===== config.mk =====
export PLATFORM = sky130hd
export DESIGN_NAME = umich_op_arbiter
export DESIGN_NICKNAME = d
export VERILOG_FILES = /design/src/rtl/umich_op_arbiter.sv
export SDC_FILE = /design/constraint.sdc
export NUM_CORES = 1
export LEC_CHECK = 0
export ABC_AREA = 1
export ABC_CLOCK_PERIOD_IN_PS = 10130
export CORE_AREA = 2 2 311 313
export DETAILED_ROUTE_END_ITERATION = 8
export DIE_AREA = 0 0 313 315
export PLACE_DENSITY_LB_ADDON = 0.05
export SLEW_MARGIN = 15
export SYNTH_ARGS = -nofsm -noshare
export SYNTH_HDL_FRONTEND = slang
export SYNTH_SLANG_ARGS = --single-unit
export TNS_END_PERCENT = 20

===== constraint.sdc =====
create_clock -name clocked_on -period 10.13 [get_ports clocked_on]
set_input_delay 2.026 -clock clocked_on [delete_from_list [all_inputs] [get_ports clocked_on]]
set_output_delay 2.026 -clock clocked_on [all_outputs]
set_load 0.02 [all_outputs]

===== src/rtl/umich_op_arbiter.sv =====
// Round-robin arbiter sharing one fixed-latency arithmetic unit among NREQ requesters,
// with an in-flight tag pipeline and a credit-protected response FIFO.
module umich_op_arbiter #(
   parameter int NREQ   = 4,
   parameter int W      = 64,
   parameter int OPW    = 4,
   parameter int LAT    = 2,
   parameter int RDEPTH = 4
) (
   input  logic                     clocked_on,
   input  logic                     preset,
   input  logic [NREQ-1:0]          req_valid,
   output logic [NREQ-1:0]          req_ready,
   input  logic [NREQ*W-1:0]        req_a,
   input  logic [NREQ*W-1:0]        req_b,
   input  logic [NREQ*OPW-1:0]      req_op,
   output logic                     alu_fire,
   output logic [W-1:0]             alu_a,
   output logic [W-1:0]             alu_b,
   output logic [OPW-1:0]           alu_op,
   input  logic [W-1:0]             alu_z,
   output logic                     rsp_valid,
   output logic [$clog2(NREQ)-1:0]  rsp_id,
   output logic [W-1:0]             rsp_z,
   input  logic                     rsp_ready,
   output logic                     busy
);

   localparam int IDW = $clog2(NREQ);
   localparam int CW  = $clog2(RDEPTH + 1);
   localparam int AW  = (RDEPTH > 1) ? $clog2(RDEPTH) : 1;

   logic [IDW-1:0] ptr;
   logic [IDW-1:0] issue_id;
   logic [CW-1:0]  credit;
   logic [CW-1:0]  fifo_cnt;
   logic [AW-1:0]  wr_ptr;
   logic [AW-1:0]  rd_ptr;
   logic [IDW-1:0] grant_id;
   logic           grant_found;
   logic           can_issue;
   logic           transfer;
   logic           pop;
   logic           tag_out_v;
   logic [IDW-1:0] tag_out_id;

   assign can_issue = (credit < CW'(RDEPTH));

   always_comb begin
      int             idx;
      logic [IDW-1:0] sel;
      // NOTE: every variable gets a default before the loop, so no path leaves one unassigned and no latch is inferred.
      grant_found = 1'b0;
      grant_id    = '0;
      idx         = 0;
      sel         = '0;
      for (int off = 0; off < NREQ; off++) begin
         idx = int'(ptr) + off;
         if (idx >= NREQ) idx = idx - NREQ;
         sel = IDW'(idx);
         if (can_issue && !grant_found && req_valid[sel]) begin
            grant_found = 1'b1;
            grant_id    = sel;
         end
      end
   end

   // Ready is held low while preset is asserted so nothing looks accepted during reset.
   always_comb begin
      req_ready = '0;
      if (grant_found && !preset) req_ready[grant_id] = 1'b1;
   end

   assign transfer = |(req_valid & req_ready);
   assign pop      = rsp_valid & rsp_ready;

   // NOTE: sequential state uses non-blocking assignments so every register samples pre-edge values.
   always_ff @(posedge clocked_on or posedge preset) begin
      if (preset) begin
         alu_fire <= 1'b0;
         alu_a    <= '0;
         alu_b    <= '0;
         alu_op   <= '0;
         ptr      <= '0;
         issue_id <= '0;
      end else begin
         alu_fire <= transfer;
         if (transfer) begin
            alu_a    <= req_a[grant_id*W +: W];
            alu_b    <= req_b[grant_id*W +: W];
            alu_op   <= req_op[grant_id*OPW +: OPW];
            issue_id <= grant_id;
            ptr      <= (grant_id == IDW'(NREQ - 1)) ? '0 : grant_id + 1'b1;
         end
      end
   end

   generate
      if (LAT == 0) begin : g_lat0
         assign tag_out_v  = alu_fire;
         assign tag_out_id = issue_id;
      end else begin : g_tags
         logic [LAT-1:0] tag_v;
         logic [IDW-1:0] tag_id [LAT];

         always_ff @(posedge clocked_on or posedge preset) begin
            if (preset) begin
               for (int i = 0; i < LAT; i++) begin
                  tag_v[i]  <= 1'b0;
                  tag_id[i] <= '0;
               end
            end else begin
               tag_v[0]  <= alu_fire;
               tag_id[0] <= issue_id;
               for (int i = 1; i < LAT; i++) begin
                  tag_v[i]  <= tag_v[i-1];
                  tag_id[i] <= tag_id[i-1];
               end
            end
         end

         assign tag_out_v  = tag_v[LAT-1];
         assign tag_out_id = tag_id[LAT-1];
      end
   endgenerate

   logic [IDW+W-1:0] mem [RDEPTH];
   logic [IDW-1:0]   head_id;
   logic [W-1:0]     head_z;

   // NOTE: storage is deliberately not reset; fifo_cnt alone decides which entries are meaningful.
   always_ff @(posedge clocked_on) begin
      if (tag_out_v) mem[wr_ptr] <= {tag_out_id, alu_z};
   end

   always_ff @(posedge clocked_on or posedge preset) begin
      if (preset) begin
         wr_ptr   <= '0;
         rd_ptr   <= '0;
         fifo_cnt <= '0;
         credit   <= '0;
      end else begin
         if (tag_out_v) wr_ptr <= (wr_ptr == AW'(RDEPTH - 1)) ? '0 : wr_ptr + 1'b1;
         if (pop)       rd_ptr <= (rd_ptr == AW'(RDEPTH - 1)) ? '0 : rd_ptr + 1'b1;
         case ({tag_out_v, pop})
            2'b10:   fifo_cnt <= fifo_cnt + 1'b1;
            2'b01:   fifo_cnt <= fifo_cnt - 1'b1;
            default: fifo_cnt <= fifo_cnt;
         endcase
         // A credit is held from acceptance until its result leaves the FIFO.
         case ({transfer, pop})
            2'b10:   credit <= credit + 1'b1;
            2'b01:   credit <= credit - 1'b1;
            default: credit <= credit;
         endcase
      end
   end

   assign {head_id, head_z} = mem[rd_ptr];
   assign rsp_valid = (fifo_cnt != '0);
   assign rsp_id    = rsp_valid ? head_id : '0;
   assign rsp_z     = rsp_valid ? head_z : '0;
   assign busy      = (credit != '0);

endmodule


Word-level counts from Yosys, hierarchy flattened --
Memories as Yosys holds them, arrays and structs flattened. Index checks and enable logic that the tools add are counted. Widths: inputs -> output; s select.
Word-level totals: bits in registers 153, memory bits (writable) 264, input port bits 599, output and inout bits 205, word-level logic and storage cells 101, memories 1
Memory list:
- mem | depth 4, bits a word 66, read ports 1, clocked after Yosys merged registers in 0, write ports 1, RTL line 127 | logic [IDW+W-1:0] mem [RDEPTH];
Operators by class: add/sub/neg operators 14, $lt $le $gt $ge 11, equal/unequal tests 7, shifts and indexed selects 3, muxes and demuxes 32, bitwise operators 2, reductions and logical operators 18
Operators by type and width (count):
- $shiftx 256x9->64 | 2
- $mux 64 | 1
- $mux 2 | 12
- $shiftx 16x5->4 | 1
- $lt 2x3->1 const B | 5
- $pmux 3 s2 | 2
- $mux 1 | 11
- $eq 2x2->1 const B | 5
- $ge 3x3->1 const B | 3
- $logic_and 1x1->1 | 9
- $bmux 1 s2 | 4
- $sub 2x1->2 const B | 4
- $add 2x1->2 const B | 3
- $add 2x2->3 const B | 2
- $add 3x1->3 const B | 2
- $reduce_bool 3->1 | 2
- $sub 3x1->3 const B | 2
- $and 4x4->4 | 1
- $eq 2x1->1 const B | 2
- $logic_not 1->1 | 4
- $mux 4 | 1
- $reduce_bool 2->1 | 2
- $reduce_or 4->1 | 1
- $add 2x1->3 const B | 1
- 5 further kinds | 5

Longest topological paths before layout --
Gate-level depths: netlist of the first run.
word-level depth 27, mapped depth 26, gate-level depth less buffers 23

Least setup slack after synthesis of the first run --
OpenSTA, ideal clock, no wires.
path kind input to output, start point input port preset, end point output port req_ready[2], data arrival time 6.114 ns, data required time 8.104 ns, path slack 1.990 ns, stages on the path 5, path buffers 0, path through inv_1 -> nand2_1 -> inv_1 -> nand2_1 -> nor2_2
On the way: word-level cells in the longest chain between the ends 3
RTL lines:
- start, declared | RTL line 11 | input logic preset,
- $logic_not 1->1 (no line)
- $logic_and 1x1->1 | RTL line 71 | if (grant_found && !preset) req_ready[grant_id] = 1'b1;
- $mux 4 | RTL line 71
- end, declared | RTL line 13 | output logic [NREQ-1:0] req_ready,
No other way between the ends.

Final worst setup path of the first run --
start point input port req_valid[3], end point output port req_ready[3]
On the way: word-level cells in the longest chain between the ends 21, elaborated cells between the ends (all ways) 33, those cells by class order compare (2); mux (19); reduce/logical (12)
RTL lines:
- start, declared | RTL line 12 | input logic [NREQ-1:0] req_valid,
- $bmux 1 s2 | RTL line 61 | if (can_issue && !grant_found && req_valid[sel]) begin
- $mux 1 (implied by the code) | RTL line 61
- $logic_and 1x1->1 | RTL line 61
- $mux 1 | RTL line 61
- $logic_not 1->1 | RTL line 61
- $logic_and 1x1->1 (2 in series) | RTL line 61
- $mux 1 | RTL line 61
- $logic_not 1->1 | RTL line 61
- [... 3 more ...]
- $logic_not 1->1 | RTL line 61
- $logic_and 1x1->1 (2 in series) | RTL line 61
- $mux 2 | RTL line 61
- $lt 2x3->1 (implied by the code) or $ge 2x1->1 (tied branches) | RTL line 71
- $logic_and 1x1->1 (implied by the code) | RTL line 71
- $mux 1 (implied by the code) | RTL line 71
- $demux 1 s2 | RTL line 71
- $mux 4 * | RTL line 71
Every way passes the cells marked *; elsewhere a longest branch is shown, timed or not. The select of a mux whose other input is x is not followed.

==> qor.txt, run 1 <==
first-pass GRT wire length = 159,000 microns
antenna violations before repair = 48
DRT Wirelength = 112,000 microns
clock skew = 0.0236 ns
total stage count of the critical path = 14
CP Class = in -> out
crit-path max cell delay = 0.68 ns
clk root buf = clkbuf_16
min cycle time layout = 6.89 ns
core area = 95,700 sq um
register-to-register setup slack = 4.76 ns
RSZ-0062 raised after global routing = false
Crit. End Element = primary output
final hold vios = 0
Filler Cell Count = 10,100
total die area = 98,600 sq um
CTS tree = yes
commonest non-fill, non-tap cell in the layout = nand2_1
Detail Route Antenna Nets = 0
Worst path slowest cell = clkdlybuf4s50_1
GR Util All Layers = 0.221
DP HPWL = 82,600 microns
Synth Area in XOR/XNOR = 0.00163
Worst R2R End = credit[2]
yosys synthesis warning count = 0
HP Start = g_tags.tag_v[0]
max cap viols = 0
simple-gate portion of the synthesized area = 0.351
crit path launch type = input port
layout cells sized above 1 = 0.0350
Post-CTS Setup Repair Bufs = 0
Syn Inst Count = 2,807
post-CTS resize count = 0
cell taking the most area after synthesis = edfxtp_1
vias in the first global route = 22,000
Hold Buf Count CTS = 0
nets@finish = 4,112
RR Startpoint = ptr[0]
setup violators final = 0
Mapped Area = 21,500 sq um
Slew @ Worst Pin = 1.19 ns
row cnt = 114
Initial Utilization = 0.225
worst min-delay path class = reg -> reg
Clock Pin Slew Worst Setup and Hold Paths = 0.05 ns
adder-cell share of the synthesized area = 0.00650
Port Buffers = 803
setup TNS = 0 ns
FF+latch count, synth = 417
Slew HR = 0.210
Die Width = 313 microns
Critical Path RT = 8.10 ns
period utilization = 0.680
most frequent cells in the layout = nand2_1 (1,506), clkdlybuf4s50_1 (803), nor2_1 (274), edfxtp_1 (264)
multiplexer share of the synthesized area = 0
Final GP Congestion = 0.917
syn_nets = 3,416
die extent in y = 315 microns
Worst Path Arrival = 4.87 ns
Netlist cell types = 29
Post-route DRC = 0
final worst hold slack = 0.351 ns
Worst IR Drop VDD = 370 uV
outcome = finished clean
routed length per instance = 23.2 microns
drt pass-1 iters = 6
DRT iter0 DRCs = 1,401
Worst Path Max Fanout = 46
complex-gate fraction of the synthesized area = 0.0494
Vias/cell = 4.42
family with the most delay on the worst path = buffers and inverters
Layout area overhead = 49.6%
largest net degree at the start of global routing = 137
PwrDens = 364 nW/um^2
Max Fclk = 145 MHz
clk sinks = 417
sequential cell area fraction in the yosys report = 0.546
Slew Limit Fails = 0
Reg2Reg Depth = 24
via count = 21,400
H-tree depth = 2
IO Pins = 804
Pleak = 14.1 nW
largest family of logic cells by synthesized area = simple AND/OR/NAND/NOR gates
Inserted Clock Buffers = 50
cell-by-cell listing of the critical path = clkdlybuf4s50_1 -> inv_1 -> nand2_1 -> nand2_1 -> nand2_1 -> nand2_2 -> nand4_2 -> nor3_4 -> nor2_4 -> inv_4 -> ha_1 -> inv_1 -> nor2_1 -> clkdlybuf4s50_1
area share of the largest cell type after synthesis = 0.368
syn avg cell area = 7.68 sq um
clk_lat worst skew = 0.60 ns
Max Root-Sink Buffers = 3
Worst Setup EP = req_ready[3]
CP most frequent cell = nand2_1
Congestion Overflow GR = 0
main area contributors after synthesis = edfxtp_1 (37%), nand2_1 (26%), dfrtp_1 (18%), nor2_1 (4.8%), nand3_1 (3.5%)
CP bufs+invs = 5
CP Launch Point = req_valid[3]
where the power goes:
part / total, W / internal [W] / switching, W
logic: 0.00739 / 0.00232 / 0.00507
registers: 0.00256 / 0.00232 / 0.000242
clock network: 0.00179 / 0.00104 / 0.000759
how the worst min path moves through the flow:
stage | end | slack, ns | depth (start not counted)
3_5_place_dp | g_tags.tag_v[1] | 0.34 | 0
3_3_place_gp | g_tags.tag_v[1] | 0.34 | 0
4_1_cts | g_tags.tag_v[1] | 0.35 | 0
5_1_grt | g_tags.tag_v[1] | 0.36 | 0
2_1_floorplan | g_tags.tag_v[1] | 0.33 | 0
6_report | g_tags.tag_v[1] | 0.35 | 0
worst reg2reg max path, cell delays in order (launching register included):
cell,delay [ns]
dfrtp_1,0.68
inv_2,0.23
nand2_1,0.13
nand3_1,0.09
nand2_2,0.14
nand2_1,0.08
nor2_1,0.14
nand2_1,0.07
nand2_1,0.08
nand2_2,0.07
nor2_4,0.28
inv_4,0.26
ha_1,0.29
inv_1,0.07
nor3_1,0.07
nor2_4,0.10
buf_4,0.62
nand2_8,0.57
inv_1,0.22
ha_1,0.17
inv_1,0.07
fa_1,0.38
a21oi_1,0.15
o21ai_0,0.12
xor2_1,0.15
through the flow:
stage | power, W | setup WS [ns] | utilization | cell area (sq um) | cells
6_report | 0.0117 | 3.24 | 0.337 | 32200 | 4845
4_1_cts | 0.0120 | 3.17 | 0.336 | 32200 | 4821
3_5_place_dp | 0.0101 | 2.89 | 0.319 | 30500 | 4727
2_1_floorplan | 0.00701 | 1.99 | - | 21500 | 2807
3_3_place_gp | 0.0101 | 2.81 | 0.319 | 30500 | 4727
5_1_grt | 0.0128 | 3.04 | 0.336 | 32200 | 4837
synth_stat cells:
| library cell | instances |
|---|---|
| buf_2 | 61 |
| nand2_4 | 1 |
| buf_6 | 9 |
| nor3_4 | 1 |
| edfxtp_1 | 264 |
| buf_1 | 32 |
| fa_1 | 2 |
| nor3_1 | 2 |
| inv_1 | 29 |
| xor2_1 | 1 |
| nand4_2 | 1 |
| o21ai_0 | 140 |
| xnor2_1 | 3 |
| buf_4 | 8 |
| nand4_1 | 2 |
| nor2_1 | 274 |
| nand2_2 | 4 |
| a21oi_1 | 70 |
| o21bai_1 | 1 |
| nand2_1 | 1508 |
| nor2_2 | 1 |
| clkinv_1 | 1 |
| dfrtp_1 | 153 |
| nor2_4 | 2 |
| clkbuf_1 | 73 |
| ha_1 | 8 |
| o21ai_1 | 1 |
| nand3_1 | 151 |
| inv_2 | 4 |
cell type report:
type                            count  area [sq um]  area share
Inverter                           34           144     0.00447
Clock inverter                     27           226     0.00703
Sequential cell                   417         11800       0.365
Multi-Input combinational cell   2173          8830       0.274
Clock buffer                       67          1390      0.0430
Antenna cell                       24          60.1     0.00186
Timing Repair Buffer              827          8220       0.255
Tap cell                         1276          1600      0.0495
kinds of logic after synthesis:
family,after synthesis
AO/OA/AOI/OAI,212
XOR/XNOR,4
adder cells (fa/ha/maj),10
buffers and inverters,217
flip-flops,417
AND/OR/NAND/NOR,1947
metal layers:
layer / track usage / up-vias / routed length [microns]
li1: - / 10300 / -
met1: 0.283 / 10200 / 46800
met2: 0.361 / 706 / 52800
met3: 0.0660 / 123 / 9980
met4: 0.0659 / 14 / 2650
met5: 0 / - / 92
registers in the layout (all words and copies together), names as in the netlist:
signal and count:
wr_ptr 2, alu_op 4, g_tags.tag_id 2, fifo_cnt 3, mem 264, issue_id 2
tag_out_id 2, alu_a 64, credit 3, alu_fire 1, g_tags.tag_v 2, alu_b 64
ptr 2, rd_ptr 2
(Power assumes the default switching activity.)
==> inputs of run 2 (changes only) <==
Settings changed: ABC_CLOCK_PERIOD_IN_PS 10130 to 5900, CORE_AREA 2 2 311 313 to 2 2 312 314, DIE_AREA 0 0 313 315 to 0 0 314 316.
Clock period 10.13 ns to 5.9 ns, I/O delays scaled along.
==> qor.txt, run 2 (synthesis gave the netlist of run 1 again) <==
IO Pins = 804
Post-CTS Setup Repair Bufs = 0
outcome = finished clean
CP bufs+invs = 4
setup violators final = 0
Final Power = 0.0205 W
Worst Path Max Fanout = 20
CTS tree = yes
Vias/cell = 4.44
Inserted Clock Buffers = 52
M1 WL = 46,800 microns
worst slack, placed = 1.08 ns
crit path launch type = input port
Post-route DRC = 0
Max Fclk = 208 MHz
row cnt = 114
Detail Route Antenna Nets = 0
Slew Limit Fails = 0
core area = 96,000 sq um
HP Start = g_tags.tag_id[2]
Largest register FFs = 264
final worst hold slack = 0.320 ns
Congestion Overflow GR = 0
max cap viols = 0
post-CTS resize count = 0
RR Startpoint = ptr[0]
largest net degree at the start of global routing = 185
DRT Wirelength = 113,000 microns
placed cells = 4,731
Initial Utilization = 0.224
period utilization = 0.816
Layout area overhead = 50.7%
Worst path slowest cell = clkdlybuf4s50_1
clock skew = 0.0322 ns
crit-path max cell delay = 0.62 ns
commonest non-fill, non-tap cell in the layout = nand2_1
min cycle time layout = 4.81 ns
family with the most delay on the worst path = buffers and inverters
setup TNS = 0 ns
clk root buf = clkbuf_16
met3 wire length = 10,100 microns
CP Class = in -> out
Crit. End Element = primary output
Clock Pin Slew Worst Setup and Hold Paths = 0.06 ns
worst min-delay path class = reg -> reg
vias in the first global route = 21,600
drt pass-1 iters = 6
Filler Cell Count = 10,200
Critical Path RT = 4.72 ns
routed wl met2 = 54,000 microns
total die area = 99,200 sq um
final hold vios = 0
H-tree depth = 2
fin cells = 4,843
Pleak = 14.2 nW
die extent in y = 316 microns
Die Width = 314 microns
PwrDens = 631 nW/um^2
via count = 21,500
clk sinks = 417
GR Util All Layers = 0.221
nets@finish = 4,118
antenna violations before repair = 44
cell-by-cell listing of the critical path = clkdlybuf4s50_1 -> inv_1 -> nand2_1 -> nand2_1 -> nand2_1 -> nand2_2 -> nand4_2 -> nor2_1 -> nand2_1 -> nand2_4 -> ha_1 -> inv_1 -> nor2_1 -> clkdlybuf4s50_1
Max Root-Sink Buffers = 3
CP Launch Point = req_valid[3]
worst setup margin = 1.09 ns
DP HPWL = 82,500 microns
Reg with most FFs = mem
Port Buffers = 803
Worst Path Arrival = 3.63 ns
RSZ-0062 raised after global routing = false
DRT iter0 DRCs = 1,524
Slew HR = 0.279
Final GP Congestion = 0.933
top routing layer in use = met5
biggest regs = mem (264), alu_a (64), alu_b (64)
Worst IR Drop VDD = 759 uV
CP most frequent cell = nand2_1
layout cells sized above 1 = 0.0400
routed length per instance = 23.3 microns
most frequent cells in the layout = nand2_1 (1,506), clkdlybuf4s50_1 (803), nor2_1 (274), edfxtp_1 (264)
clk_lat worst skew = 0.61 ns
Hold Buf Count CTS = 0
Slew @ Worst Pin = 1.08 ns
first-pass GRT wire length = 159,000 microns
-- run 2: cell types whose count changed in the layout (fill, tap and decap cells not counted), sizes merged --
cell	change
inv	+2
diode	-10
clkinv	-2
clkinvlp	+3
clkbuf	-3
bufinv	+4
buf	+4
-- run 2: stage by stage --
| step | area (sq um) | utilization |
|---|---|---|
| floorplan | 21500 | - |
| global placement | 30600 | 0.319 |
| detailed placement | 30600 | 0.319 |
| CTS | 32400 | 0.338 |
| global route | 32500 | 0.338 |
| finish | 32500 | 0.338 |
-- run 2: final timing paths --
path                            endpoint  slack, ns  cells past startpoint
hold reg to reg            tag_out_id[0]       0.32                      0
hold / removal             tag_out_id[0]       0.32                      0
max in group asynchronous      alu_b[41]       2.97                      5
min in group asynchronous      wr_ptr[1]       1.22                      3
setup / recovery            req_ready[3]       1.09                     14
setup reg to reg               alu_a[20]       1.91                     16
-- run 2: metal layers --
layer,vias up,track usage
li1,10300,-
met1,10300,0.275
met2,718,0.372
met3,132,0.0747
met4,34,0.0437
met5,-,0
-- run 2: final cells by class --
type / count / area [sq um] / share of cell area
timing repair buffer: 831 / 8300 / 0.256
antenna: 14 / 35.0 / 0.00108
tap: 1276 / 1600 / 0.0492
inverter: 34 / 143 / 0.00439
clock inverter: 34 / 418 / 0.0129
sequential: 417 / 11800 / 0.362
multi-input combinational: 2173 / 8830 / 0.272
clock buffer: 64 / 1390 / 0.0427
-- run 2: worst reg2reg max path, cell delays in order, from the launching register on --
cell,delay [ns]
dfrtp_1,0.61
inv_2,0.21
nand2_1,0.11
nand2_1,0.11
nand2_1,0.09
nand2_2,0.10
nor2_1,0.15
nand2_1,0.06
nand2_1,0.08
nand2_2,0.07
nor2_4,0.21
buf_4,0.68
buf_4,0.84
nand2_1,0.35
nand2_1,0.11
nand2_1,0.05
nand2_1,0.08
-- run 2: report_power, final --
group          internal (W)  switching [W]  total, W
sequential          0.00397       0.000493   0.00447
clock               0.00199        0.00136   0.00335
combinational       0.00405        0.00861    0.0127
